File: src/rtl/or32_uart.sv
// Memory-mapped 8N1 UART slave for the or32 core bus: DATA/STATUS/BAUD registers,
// TX and RX FIFOs, and bit-level TX/RX state machines sharing one baud divisor.
module or32_uart #(
    parameter int DEFAULT_DIV = 868,
    parameter int FIFO_DEPTH  = 16,
    parameter int DIV_W       = 16
) (
    input  logic        i_clk,
    input  logic        i_rst,
    input  logic [3:0]  i_addr,
    input  logic [31:0] i_dat_w,
    input  logic [3:0]  i_we,
    input  logic        i_stb,
    output logic [31:0] o_dat_r,
    output logic        o_ack,
    output logic        o_tx,
    input  logic        i_rx
);
    localparam int PTR_W = $clog2(FIFO_DEPTH);
    localparam int CNT_W = PTR_W + 1;
    localparam logic [CNT_W-1:0] FULL_CNT = CNT_W'(FIFO_DEPTH);

    typedef enum logic [1:0] {IDLE, START, DATA, STOP} uart_state_t;

    uart_state_t tx_state, rx_state;
    logic [DIV_W-1:0] baud, div_eff;
    logic [7:0]       tx_mem [FIFO_DEPTH];
    logic [7:0]       rx_mem [FIFO_DEPTH];
    logic [PTR_W-1:0] tx_wr, tx_rd, rx_wr, rx_rd;
    logic [CNT_W-1:0] tx_count, rx_count;
    logic [7:0]       tx_shift, rx_shift;
    logic [2:0]       tx_bit, rx_bit;
    logic [DIV_W-1:0] tx_cnt, tx_len, rx_cnt, rx_len;
    logic             rx_s1, rx_s2, rx_prev;
    logic             overrun, frame_err;
    logic [1:0]       sel;
    logic             acc_rd, tx_push, tx_pop, rx_push, rx_pop, stat_rd;
    logic             tx_full, tx_idle, tx_bit_end, rx_stop_sample;
    logic             overrun_set, frame_set;
    logic [31:0]      rd_data;
    logic             unused;

    assign unused  = ^{i_addr[1:0], i_dat_w[31:16]};
    assign sel     = i_addr[3:2];
    assign acc_rd  = i_stb && (i_we == 4'b0000);
    assign div_eff = (baud < DIV_W'(4)) ? DIV_W'(4) : baud;

    assign tx_full    = (tx_count == FULL_CNT);
    assign tx_idle    = (tx_count == '0) && (tx_state == IDLE);
    assign tx_bit_end = (tx_cnt == tx_len - 1'b1);
    assign tx_push    = i_stb && (sel == 2'd0) && i_we[0] && !tx_full;
    // Popping straight out of STOP keeps back-to-back frames exactly 10 bit periods apart.
    assign tx_pop     = (tx_count != '0) &&
                        ((tx_state == IDLE) || (tx_state == STOP && tx_bit_end));

    assign rx_stop_sample = (rx_state == STOP) && (rx_cnt == rx_len - 1'b1);
    assign rx_push     = rx_stop_sample && rx_s2 && (rx_count != FULL_CNT);
    assign overrun_set = rx_stop_sample && rx_s2 && (rx_count == FULL_CNT);
    assign frame_set   = rx_stop_sample && !rx_s2;
    assign rx_pop      = acc_rd && (sel == 2'd0) && (rx_count != '0);
    assign stat_rd     = acc_rd && (sel == 2'd1);

    always_comb begin
        rd_data = 32'd0;
        case (sel)
            2'd0: if (rx_count != '0) rd_data = {24'd0, rx_mem[rx_rd]};
            2'd1: rd_data = {27'd0, frame_err, overrun, tx_idle, tx_full, rx_count != '0};
            2'd2: rd_data = 32'(baud);
            default: rd_data = 32'd0;
        endcase
    end

    // Bus side: ack, read data, BAUD register and sticky error flags.
    always_ff @(posedge i_clk or posedge i_rst) begin
        if (i_rst) begin
            o_ack     <= 1'b0;
            o_dat_r   <= 32'd0;
            baud      <= DIV_W'(DEFAULT_DIV);
            overrun   <= 1'b0;
            frame_err <= 1'b0;
        end else begin
            o_ack <= i_stb;
            if (i_stb) o_dat_r <= acc_rd ? rd_data : 32'd0;
            if (i_stb && sel == 2'd2) begin
                for (int i = 0; i < DIV_W; i++)
                    if (i_we[i/8]) baud[i] <= i_dat_w[i];
            end
            overrun   <= (overrun & ~stat_rd) | overrun_set;
            frame_err <= (frame_err & ~stat_rd) | frame_set;
        end
    end

    always_ff @(posedge i_clk) begin
        if (tx_push) tx_mem[tx_wr] <= i_dat_w[7:0];
        if (rx_push) rx_mem[rx_wr] <= rx_shift;
    end

    always_ff @(posedge i_clk or posedge i_rst) begin
        if (i_rst) begin
            tx_wr <= '0; tx_rd <= '0; tx_count <= '0;
            rx_wr <= '0; rx_rd <= '0; rx_count <= '0;
        end else begin
            if (tx_push) tx_wr <= tx_wr + 1'b1;
            if (tx_pop)  tx_rd <= tx_rd + 1'b1;
            case ({tx_push, tx_pop})
                2'b10:   tx_count <= tx_count + 1'b1;
                2'b01:   tx_count <= tx_count - 1'b1;
                default: ;
            endcase
            if (rx_push) rx_wr <= rx_wr + 1'b1;
            if (rx_pop)  rx_rd <= rx_rd + 1'b1;
            case ({rx_push, rx_pop})
                2'b10:   rx_count <= rx_count + 1'b1;
                2'b01:   rx_count <= rx_count - 1'b1;
                default: ;
            endcase
        end
    end

    // TX: bit length is latched at each bit start so BAUD changes land on the next bit.
    always_ff @(posedge i_clk or posedge i_rst) begin
        if (i_rst) begin
            tx_state <= IDLE;
            o_tx     <= 1'b1;
            tx_shift <= 8'd0;
            tx_bit   <= 3'd0;
            tx_cnt   <= '0;
            tx_len   <= DIV_W'(DEFAULT_DIV);
        end else begin
            tx_cnt <= tx_cnt + 1'b1;
            case (tx_state)
                IDLE, STOP: begin
                    if (tx_state == IDLE || tx_bit_end) begin
                        tx_state <= IDLE;
                        if (tx_pop) begin
                            tx_shift <= tx_mem[tx_rd];
                            tx_state <= START;
                            o_tx     <= 1'b0;
                            tx_cnt   <= '0;
                            tx_len   <= div_eff;
                        end
                    end
                end
                START, DATA: begin
                    if (tx_bit_end) begin
                        tx_cnt <= '0;
                        tx_len <= div_eff;
                        if (tx_state == DATA && tx_bit == 3'd7) begin
                            tx_state <= STOP;
                            o_tx     <= 1'b1;
                        end else begin
                            tx_bit   <= (tx_state == START) ? 3'd0 : tx_bit + 1'b1;
                            tx_state <= DATA;
                            o_tx     <= tx_shift[0];
                            tx_shift <= {1'b0, tx_shift[7:1]};
                        end
                    end
                end
                default: tx_state <= IDLE;
            endcase
        end
    end

    // RX: start is re-checked half a bit after the synchronized falling edge.
    always_ff @(posedge i_clk or posedge i_rst) begin
        if (i_rst) begin
            rx_s1    <= 1'b1;
            rx_s2    <= 1'b1;
            rx_prev  <= 1'b1;
            rx_state <= IDLE;
            rx_shift <= 8'd0;
            rx_bit   <= 3'd0;
            rx_cnt   <= '0;
            rx_len   <= DIV_W'(DEFAULT_DIV);
        end else begin
            rx_s1   <= i_rx;
            rx_s2   <= rx_s1;
            rx_prev <= rx_s2;
            rx_cnt  <= rx_cnt + 1'b1;
            case (rx_state)
                IDLE: begin
                    if (rx_prev && !rx_s2) begin
                        rx_state <= START;
                        rx_cnt   <= '0;
                        rx_len   <= div_eff >> 1;
                    end
                end
                START: begin
                    if (rx_cnt == rx_len - 1'b1) begin
                        rx_state <= rx_s2 ? IDLE : DATA;
                        rx_cnt   <= '0;
                        rx_len   <= div_eff;
                        rx_bit   <= 3'd0;
                    end
                end
                DATA: begin
                    if (rx_cnt == rx_len - 1'b1) begin
                        rx_shift <= {rx_s2, rx_shift[7:1]};
                        rx_cnt   <= '0;
                        rx_len   <= div_eff;
                        rx_bit   <= rx_bit + 1'b1;
                        if (rx_bit == 3'd7) rx_state <= STOP;
                    end
                end
                STOP: begin
                    if (rx_stop_sample) rx_state <= IDLE;
                end
                default: rx_state <= IDLE;
            endcase
        end
    end
endmodule

File: config.mk
export PLATFORM = sky130hd
export DESIGN_NAME = or32_uart
export DESIGN_NICKNAME = d
export VERILOG_FILES = /design/src/rtl/or32_uart.sv
export SDC_FILE = /design/constraint.sdc
export NUM_CORES = 1
export LEC_CHECK = 0
export CORE_ASPECT_RATIO = 1.1
export CORE_MARGIN = 2
export CORE_UTILIZATION = 39
export CTS_CLUSTER_SIZE = 10
export DETAILED_ROUTE_END_ITERATION = 12
export PLACE_DENSITY = 0.55
export SLEW_MARGIN = 30
export SYNTH_ARGS = -nofsm -noshare
export SYNTH_HDL_FRONTEND = slang
export SYNTH_SLANG_ARGS = --single-unit
File: constraint.sdc
create_clock -name i_clk -period 6.6 [get_ports i_clk]
set_clock_uncertainty 0.15 [all_clocks]
set_input_delay 1.32 -clock i_clk [delete_from_list [all_inputs] [get_ports i_clk]]
set_output_delay 1.32 -clock i_clk [all_outputs]
set_load 0.005 [all_outputs]
==> results.md, run 1 <==
- DIE HEIGHT: 234 um
- Slew Limit Headroom: 0.405
- Critical path's top delay family: simple AND/OR/NAND/NOR gates
- Antenna cell count: 0
- RSZ-0062 raised after global routing: false
- Root buf cell: clkbuf_16
- EDFF count, synth: 256
- Worst path slowest cell: nor4b_1
- TritonRoute pass-1 iters: 5
- PwrDens: 371 nW/um^2
- Clock Sinks: 411
- CORE AREA: 47700 sq um
- CTS Hold Bufs: 0
- Nature of the critical path startpoint: flip-flop
- #FFs+latches synth: 411
- RePlAce Congestion: 0.824
- Wire length on met1: 18300 um
- Syn Inst Count: 1234
- Tmin final: 5100 ps
- Most frequent cells after synthesis: edfxtp_1, dfrtp_1, mux4_2
- Met2 wire length: 19400 um
- Slew Viols, Final: 0
- # setup viols final: 0
- Largest net degree at the start of global routing: 91
- Die X: 213 um
- Yosys warns: 0
- Area delta synth->final: 13.0%
- Overflow after GRT: 0
- CP Cell Sequence: inv_1 -> ha_1 -> nor4b_1 -> nand4_1 -> a211o_1 -> and3_1 -> o41ai_4 -> and2_1 -> ha_1 -> xor2_1 -> ha_1 -> o21ai_0 -> a21oi_1 -> a21oi_1 -> xor2_1 -> nor2_1 -> xor2_1
- Post-cts resize count: 0
- PortBufs: 43
- Vias per cell: 5.21
- Detail Route Antenna Nets: 0
- Vias: 10267
- Dpl hpwl: 26500 um
- Actual slew at the worst max-slew pin: 880 ps
- Final Net Count: 1363
- DIE AREA: 49900 sq um
- Count leader, synth: edfxtp_1
- Htree depth: 2
- Hold Path Class: reg2reg
- Crit. End Element: flip-flop
- Routed len/inst: 20.3 um
- Clock Path Buffers: 3
- Post-Route WL: 40000 um
- GRT Total Usage: 0.166
- Setup CP Type: reg2reg
- Area of the mapped netlist: 18800 sq um
- Fin. Hold Viols: 0
- I/O Pins: 78
- CTS buffer count: 48
- CP peak stage delay: 750 ps
- Crit path buf inv count: 1
- CP Max Fanout: 8
- Seq/Total Area, Yosys: 0.617
- Maxcap violations: 0
- Residual DRC: 0
- Fin util: 0.445
- Synth area leader: edfxtp_1
- Synth area leaders: edfxtp_1, dfrtp_1, mux4_2
- Asr flop ratio synth: 0.377
- Worst-path clk slew: 60 ps
- Post-Route Setup TNS: 0 ps
- Critical path required time: 6910 ps
- Worst skew pair latency: 580 ps
- Max IR drop VDD: 0.211 mV
- Initial antenna violation count: 0
- Post-synth top flop: edfxtp_1
- Period utilisation layout: 0.773
- Synth cell types: 82
- Initial DRC Count: 730
- Post-CTS Setup Bufs: 0
- Row Count: 84
- Ratio of cells with drive above 1 in the final layout: 0.212
- Avg Inst Size Synth: 15.2 sq um
- Status: completed
- Wire length on met3: 1430 um
- Post-synth top area share: 0.409
- Top Layer Used: met4
- Vias in the first global route: 10523
- Fmax: 196 MHz
- First-pass GRT wire length: 62900 um
- P_leak: 0.00774 uW
- CP Data Arrival Time: 5410 ps
- Effective utilization at floorplan: 0.394
- CTS tree: built
## routing by layer
layer	vias up	global-route usage
met5	-	0
met4	0	0.0499
met3	53	0.0288
met2	164	0.270
met1	5296	0.229
li1	4754	-
## area by class of cell
class                   count  area, sq um
well taps                 645          807
inverters                  44          170
clock buffers              85         1380
clock inverters             4         50.0
multi-input cells         721         6680
fillers                  4307        26500
repair buffers             59          551
flip-flops and latches    411        11600
## metrics by stage
step | worst slack, ps | instance area [sq um] | total power [uW] | cells | hold slack (ps)
4_1_cts | 1530 | 21200 | 8000 | 1969 | 206
3_5_place_dp | 1560 | 19800 | 5530 | 1880 | 197
6_report | 1500 | 21200 | 7890 | 1969 | 204
2_1_floorplan | 983 | 18800 | 5040 | 1249 | 195
5_1_grt | 1080 | 21200 | 8330 | 1969 | 210
3_3_place_gp | 1570 | 19800 | 5500 | 1880 | 196
## cells by family after synthesis
kind of cell / synth area share
compound gates: 0.0496
buf+inv: 0.0304
simple gates: 0.0812
mux: 0.156
other cells: 0.000200
xor+xnor: 0.0429
flops: 0.617
fa+ha+maj: 0.0227
## layout by cell type (no fill, tap or decap), drive strengths merged, types with 28 or more instances in the layout
cell / count
a21oi: 34
nand2: 55
clkbuf: 85
o21ai: 28
ha: 34
nor2: 49
xnor2: 52
inv: 46
and3: 31
clkdlybuf4s50: 43
edfxtp: 256
dfrtp: 136
mux4: 80
nand3: 28
mux2: 88
xor2: 40
## where the power goes
part	internal (uW)	leakage, uW	switching, uW
Combinational	1070	0.00279	971
Clock	1410	0.000684	1020
Sequential	3010	0.00427	404
Total	5490	0.00774	2400
## worst reg2reg max path, stage by stage, from the launching register on
cell and delay (ps):
dfrtp_1 420, inv_1 120, ha_1 290, nor4b_1 750, nand4_1 170, a211o_1 320, and3_1 280, o41ai_4 570
and2_1 390, ha_1 390, xor2_1 110, ha_1 220, o21ai_0 170, a21oi_1 90, a21oi_1 170, xor2_1 160
nor2_1 70, xor2_1 140
## flip-flops by register name (all words and copies together) (netlist names), 3 cells and up, named ones only
| register | cells |
|---|---|
| tx_bit | 3 |
| rx_mem | 128 |
| tx_len | 16 |
| rx_count | 5 |
| tx_rd | 4 |
| tx_mem | 128 |
| tx_wr | 4 |
| baud | 16 |
| tx_count | 5 |
| o_dat_r | 16 |
| tx_shift | 8 |
| rx_rd | 4 |
| rx_wr | 4 |
| rx_bit | 3 |
| rx_len | 16 |
| tx_cnt | 16 |
| rx_cnt | 16 |
| rx_shift | 8 |
## path summary, 6_finish.rpt
path                       slack, ps     endpoint  depth (start not counted)       from
hold / removal                   200        rx_s2                          0      rx_s1
min in group asynchronous       1150  o_dat_r[13]                          2      i_rst
setup reg to reg                1500  tx_count[4]                         17  tx_len[0]
max in group asynchronous       4040     rx_rd[0]                          3      i_rst
setup / recovery                1500  tx_count[4]                         17  tx_len[0]
hold reg to reg                  200        rx_s2                          0      rx_s1
No activity file was read; power rests on OpenSTA's default activity.
==> inputs of run 2 (changes only) <==
- clock period: 6.6 -> 5.05 ns (I/O delays scaled with it)
==> results.md, run 2 (synthesized netlist as in run 1, its figures left out) <==
- Status: completed
- CTS tree: built
- RSZ-0062 raised after global routing: false
- # setup viols final: 0
- Ratio of cells with drive above 1 in the final layout: 0.217
- Vias per cell: 5.23
- GR Layer Usage met3: 0.0244
- Clock Sinks: 411
- Met1 Use GR: 0.229
- Final Net Count: 1372
- R2R Path Start: tx_len[0]
- Actual slew at the worst max-slew pin: 874 ps
- CP Data Arrival Time: 4800 ps
- Die X: 213 um
- CORE AREA: 47700 sq um
- DIE AREA: 49900 sq um
- Hold Path Depth: 0
- Dpl hpwl: 26400 um
- Period utilisation layout: 0.890
- Reg2Reg Setup Slack: 550 ps
- Vias: 10340
- Slew Limit Headroom: 0.417
- Worst skew pair latency: 580 ps
- Tmin final: 4500 ps
- Most frequent cells in the layout: edfxtp_1, dfrtp_1, mux4_2
- First-pass GRT wire length: 62300 um
- TritonRoute pass-1 iters: 5
- Slew Viols, Final: 0
- DIE HEIGHT: 234 um
- End of the worst register-to-register path: tx_count[4]
- Largest net degree at the start of global routing: 156
- Min-delay src: rx_s1
- Maxcap violations: 0
- Clock Path Buffers: 3
- P_leak: 0.00778 uW
- Fmax: 222 MHz
- Hold Path Class: reg2reg
- Detail Route Antenna Nets: 0
- R2R cell count: 17
- Routed len/inst: 20.0 um
- PwrDens: 484 nW/um^2
- Root buf cell: clkbuf_16
- GRT Total Usage: 0.164
- RePlAce Congestion: 0.774
- Setup CP Type: reg2reg
- Most common cell after layout, fill and taps aside: edfxtp_1
- Row Count: 84
- Critical path's top delay family: simple AND/OR/NAND/NOR gates
- Effective utilization at floorplan: 0.394
- CP peak stage delay: 680 ps
- Met2 usage: 0.265
- Critical path required time: 5360 ps
- Setup WS pre-CTS: 539 ps
- Post-CTS Setup Bufs: 0
- Crit path buf inv count: 1
- Initial DRC Count: 853
- Fin. Hold Viols: 0
- Biggest regs: rx_mem x128, tx_mem x128
- Grt peak-use layer: met2
- Setup ws final: 554 ps
- CP Cell Sequence: inv_1 -> ha_1 -> or4b_2 -> o41ai_1 -> nand2_1 -> and3_1 -> o41ai_4 -> and2_1 -> ha_1 -> xor2_1 -> ha_1 -> o21ai_0 -> a21oi_1 -> a21oi_1 -> xor2_1 -> nor2_1 -> xor2_1
- Htree depth: 2
- Worst path slowest cell: or4b_2
- Post-Route WL: 39600 um
- Post-cts resize count: 0
- CTS buffer count: 48
- Residual DRC: 0
- CTS Hold Bufs: 0
- Area delta synth->final: 13.5%
- Max IR drop VDD: 0.287 mV
- Antenna cell count: 0
- CP Max Fanout: 8
- Crit. End Element: flip-flop
- Worst-path clk slew: 60 ps
- Initial antenna violation count: 0
- Overflow after GRT: 0
- Post-Route Setup TNS: 0 ps
- I/O Pins: 78
- Nature of the critical path startpoint: flip-flop
- PortBufs: 43
- Hold EP: rx_s2
- Vias in the first global route: 10498
==> run 2: cell count changes in the layout (fill, tap and decap cells not counted), sizes merged <==
cell,delta
clkbuf,-1
clkinvlp,+1
buf,+9
clkinv,+2
inv,-2
==> run 2: metrics by stage <==
| step | utilization | hold slack (ps) | std cells | power [uW] | instance area [sq um] |
|---|---|---|---|---|---|
| 2_1_floorplan | - | 195 | 1249 | 6590 | 18800 |
| 5_1_grt | 0.447 | 200 | 1978 | 10900 | 21300 |
| 3_3_place_gp | 0.416 | 196 | 1888 | 7210 | 19900 |
| 6_report | 0.447 | 202 | 1978 | 10300 | 21300 |
| 4_1_cts | 0.447 | 204 | 1978 | 10500 | 21300 |
| 3_5_place_dp | 0.417 | 198 | 1889 | 7260 | 19900 |
==> run 2: power breakdown <==
part	switching [uW]	total, uW	internal [uW]
Sequential	583	4520	3930
Clock	1320	3160	1830
Combinational	1210	2640	1440
==> run 2: worst max-delay path by stage <==
| stage | slack, ps | from | to | cells past startpoint |
|---|---|---|---|---|
| 2_1_floorplan | 590 | rx_len[10] | rx_count[4] | 20 |
| 3_3_place_gp | 570 | tx_len[0] | tx_count[4] | 17 |
| 3_5_place_dp | 540 | rx_len[0] | rx_count[4] | 18 |
| 4_1_cts | 530 | rx_len[0] | rx_count[4] | 18 |
| 5_1_grt | 190 | tx_len[0] | tx_count[4] | 17 |
| 6_report | 550 | tx_len[0] | tx_count[4] | 17 |
==> run 2: routing by layer <==
metal,wire (um),part of all wire
met4,998,0.025
met3,1330,0.033
met5,0,0
met1,18300,0.46
met2,19000,0.48
==> run 2: final cells by class <==
class | instances | area [sq um]
fillers | 4261 | 26400
flip-flops and latches | 411 | 11600
multi-input cells | 721 | 6680
clock buffers | 84 | 1370
well taps | 645 | 807
repair buffers | 68 | 638
inverters | 44 | 169
clock inverters | 5 | 62.6
==> run 2: worst reg2reg max path: cells and delay by family (launching register included) <==
family	cells	cell delay [ps]
flops	1	420
fa+ha+maj	3	790
buf+inv	1	120
compound gates	5	1210
simple gates	5	1260
xor+xnor	3	420
==> inputs of run 3 (changes only) <==
- CORE_ASPECT_RATIO: 1.1 -> default
- HOLD_SLACK_MARGIN: default -> 0.05
==> results.md, run 3 (synthesized netlist as in run 1, its figures left out) <==
- Multi-input gate area: 6680 sq um
- First-pass GRT wire length: 62900 um
- Reg2Reg Setup Slack: 410 ps
- Overflow after GRT: 0
- Placement Cell Area: 19900 sq um
- Initial antenna violation count: 0
- Slew Limit Headroom: 0.390
- PwrDens: 481 nW/um^2
- DIE AREA: 49900 sq um
- Setup CP Type: reg2reg
- Fin util: 0.445
- Most frequent cells in the layout: edfxtp_1, dfrtp_1, mux4_2
- Dpl hpwl: 26300 um
- Internal: 7120 uW
- Worst path slowest cell: or4b_2
- Effective utilization at floorplan: 0.394
- # setup viols final: 0
- Worst-path clk slew: 60 ps
- RePlAce Congestion: 0.748
- Nature of the critical path startpoint: flip-flop
- Critical path required time: 5370 ps
- DIE HEIGHT: 223 um
- Ratio of cells with drive above 1 in the final layout: 0.218
- Post-CTS Setup Bufs: 0
- Hold Path Class: reg2reg
- Residual DRC: 0
- Combinational power share: 0.255
- Max IR drop VDD: 0.314 mV
- Hold EP: rx_s2
- R2R Path Start: tx_len[0]
- DP Cell Count: 1862
- Vias per cell: 5.31
- RSZ-0062 raised after global routing: false
- Final instance area: 21200 sq um
- Root buf cell: clkbuf_16
- Biggest regs: rx_mem x128, tx_mem x128
- Psw: 3090 uW
- CP Max Fanout: 8
- Period utilisation layout: 0.920
- Initial DRC Count: 702
- Min-delay src: rx_s1
- Post-Route WL: 39700 um
- Crit. End Element: flip-flop
- TritonRoute pass-1 iters: 5
- Status: completed
- GRT Total Usage: 0.164
- Die X: 223 um
- Post-Route Setup TNS: 0 ps
- Vias: 10306
- Final Net Count: 1374
- I/O Pins: 78
- Row Count: 80
- Actual slew at the worst max-slew pin: 915 ps
- Hold Path Depth: 0
- Detail Route Antenna Nets: 0
- Htree depth: 2
- Fmax: 215 MHz
- Vias in the first global route: 10479
- End of the worst register-to-register path: tx_count[4]
- Slew Viols, Final: 0
- Worst skew pair latency: 590 ps
- Maxcap violations: 0
- Post-cts resize count: 0
- Register area: 11600 sq um
- Sw frac: 0.303
- CP peak stage delay: 680 ps
- Flop pwr share: 0.444
- Most common cell after layout, fill and taps aside: edfxtp_1
- CORE AREA: 47600 sq um
- CTS tree: built
- Clock Sinks: 411
- Antenna cell count: 0
- Area delta synth->final: 13.0%
- Clock power share: 0.301
- CP Data Arrival Time: 4970 ps
- PortBufs: 43
- CTS Hold Bufs: 0
- Clock Path Buffers: 3
- FILL cells: 4275
- Finished Layout Cells: 1940
- P_leak: 0.00776 uW
- Tmin final: 4640 ps
- Fin. Hold Viols: 0
- R2R cell count: 17
- Largest net degree at the start of global routing: 101
- Routed len/inst: 20.5 um
- CP Cell Sequence: inv_1 -> ha_1 -> or4b_2 -> o41ai_1 -> nand2_1 -> and3_1 -> o41ai_4 -> and2_1 -> ha_1 -> xor2_1 -> ha_1 -> o21ai_0 -> a21oi_1 -> a21oi_1 -> xor2_1 -> nor2_1 -> xor2_1
- CTS buffer count: 47
==> run 3: cell types whose count changed in the layout (fill, tap and decap cells not counted), sizes merged <==
cell | previous run | this run
buf | 25 | 28
clkinv | 4 | 2
clkbuf | 84 | 75
==> run 3: area by class of cell <==
| class | instances | share of cell area |
|---|---|---|
| clock buffer | 75 | 0.0614 |
| clock inverter | 3 | 0.00259 |
| inverter | 44 | 0.00796 |
| multi-input combinational | 721 | 0.315 |
| sequential | 411 | 0.546 |
| tap | 615 | 0.0363 |
| timing repair buffer | 71 | 0.0308 |
==> run 3: worst max path at each step <==
stage               start     endpoint  slack [ps]  cells past startpoint
6_report        tx_len[0]  tx_count[4]         410                     17
5_1_grt         tx_len[0]  tx_count[4]          40                     17
4_1_cts         tx_len[0]  tx_count[4]         360                     17
3_5_place_dp    tx_len[0]  tx_count[4]         400                     17
3_3_place_gp    tx_len[0]  tx_count[4]         400                     17
2_1_floorplan  rx_len[10]  rx_count[4]         590                     20
==> run 3: routing by layer <==
metal	share of wire	GRT usage
met1	0.48	0.237
met2	0.46	0.254
met3	0.037	0.0270
met4	0.024	0.0514
met5	0	0
==> run 3: per-stage QoR <==
| stage | setup slack, ps | hold WS [ps] | total power (uW) |
|---|---|---|---|
| after floorplan | 589 | 195 | 6590 |
| after global placement | 400 | 198 | 7180 |
| after detailed placement | 397 | 201 | 7220 |
| after CTS | 360 | 209 | 10400 |
| after global routing | 38.9 | 211 | 10800 |
| final | 405 | 208 | 10200 |
==> run 3: power by group through the flow <==
| stage | Sequential, uW | Combinational (uW) | Clock [uW] |
|---|---|---|---|
| 3_3_place_gp | 4590 | 2590 | 0 |
| 2_1_floorplan | 4250 | 2340 | 0 |
| 5_1_grt | 4620 | 2860 | 3320 |
| 4_1_cts | 4540 | 2640 | 3170 |
| 6_report | 4530 | 2600 | 3080 |
| 3_5_place_dp | 4600 | 2630 | 0 |
==> run 3: critical path: cells and delay by family, from the launching register on <==
kind,cells,cell delay [ps]
xor gates and xnor gates,3,420
adders and majority gates,3,850
buffers and inverters,1,110
and+or+nand+nor,5,1390
DFF,1,410
AOI/OAI and AO/OA,5,1200
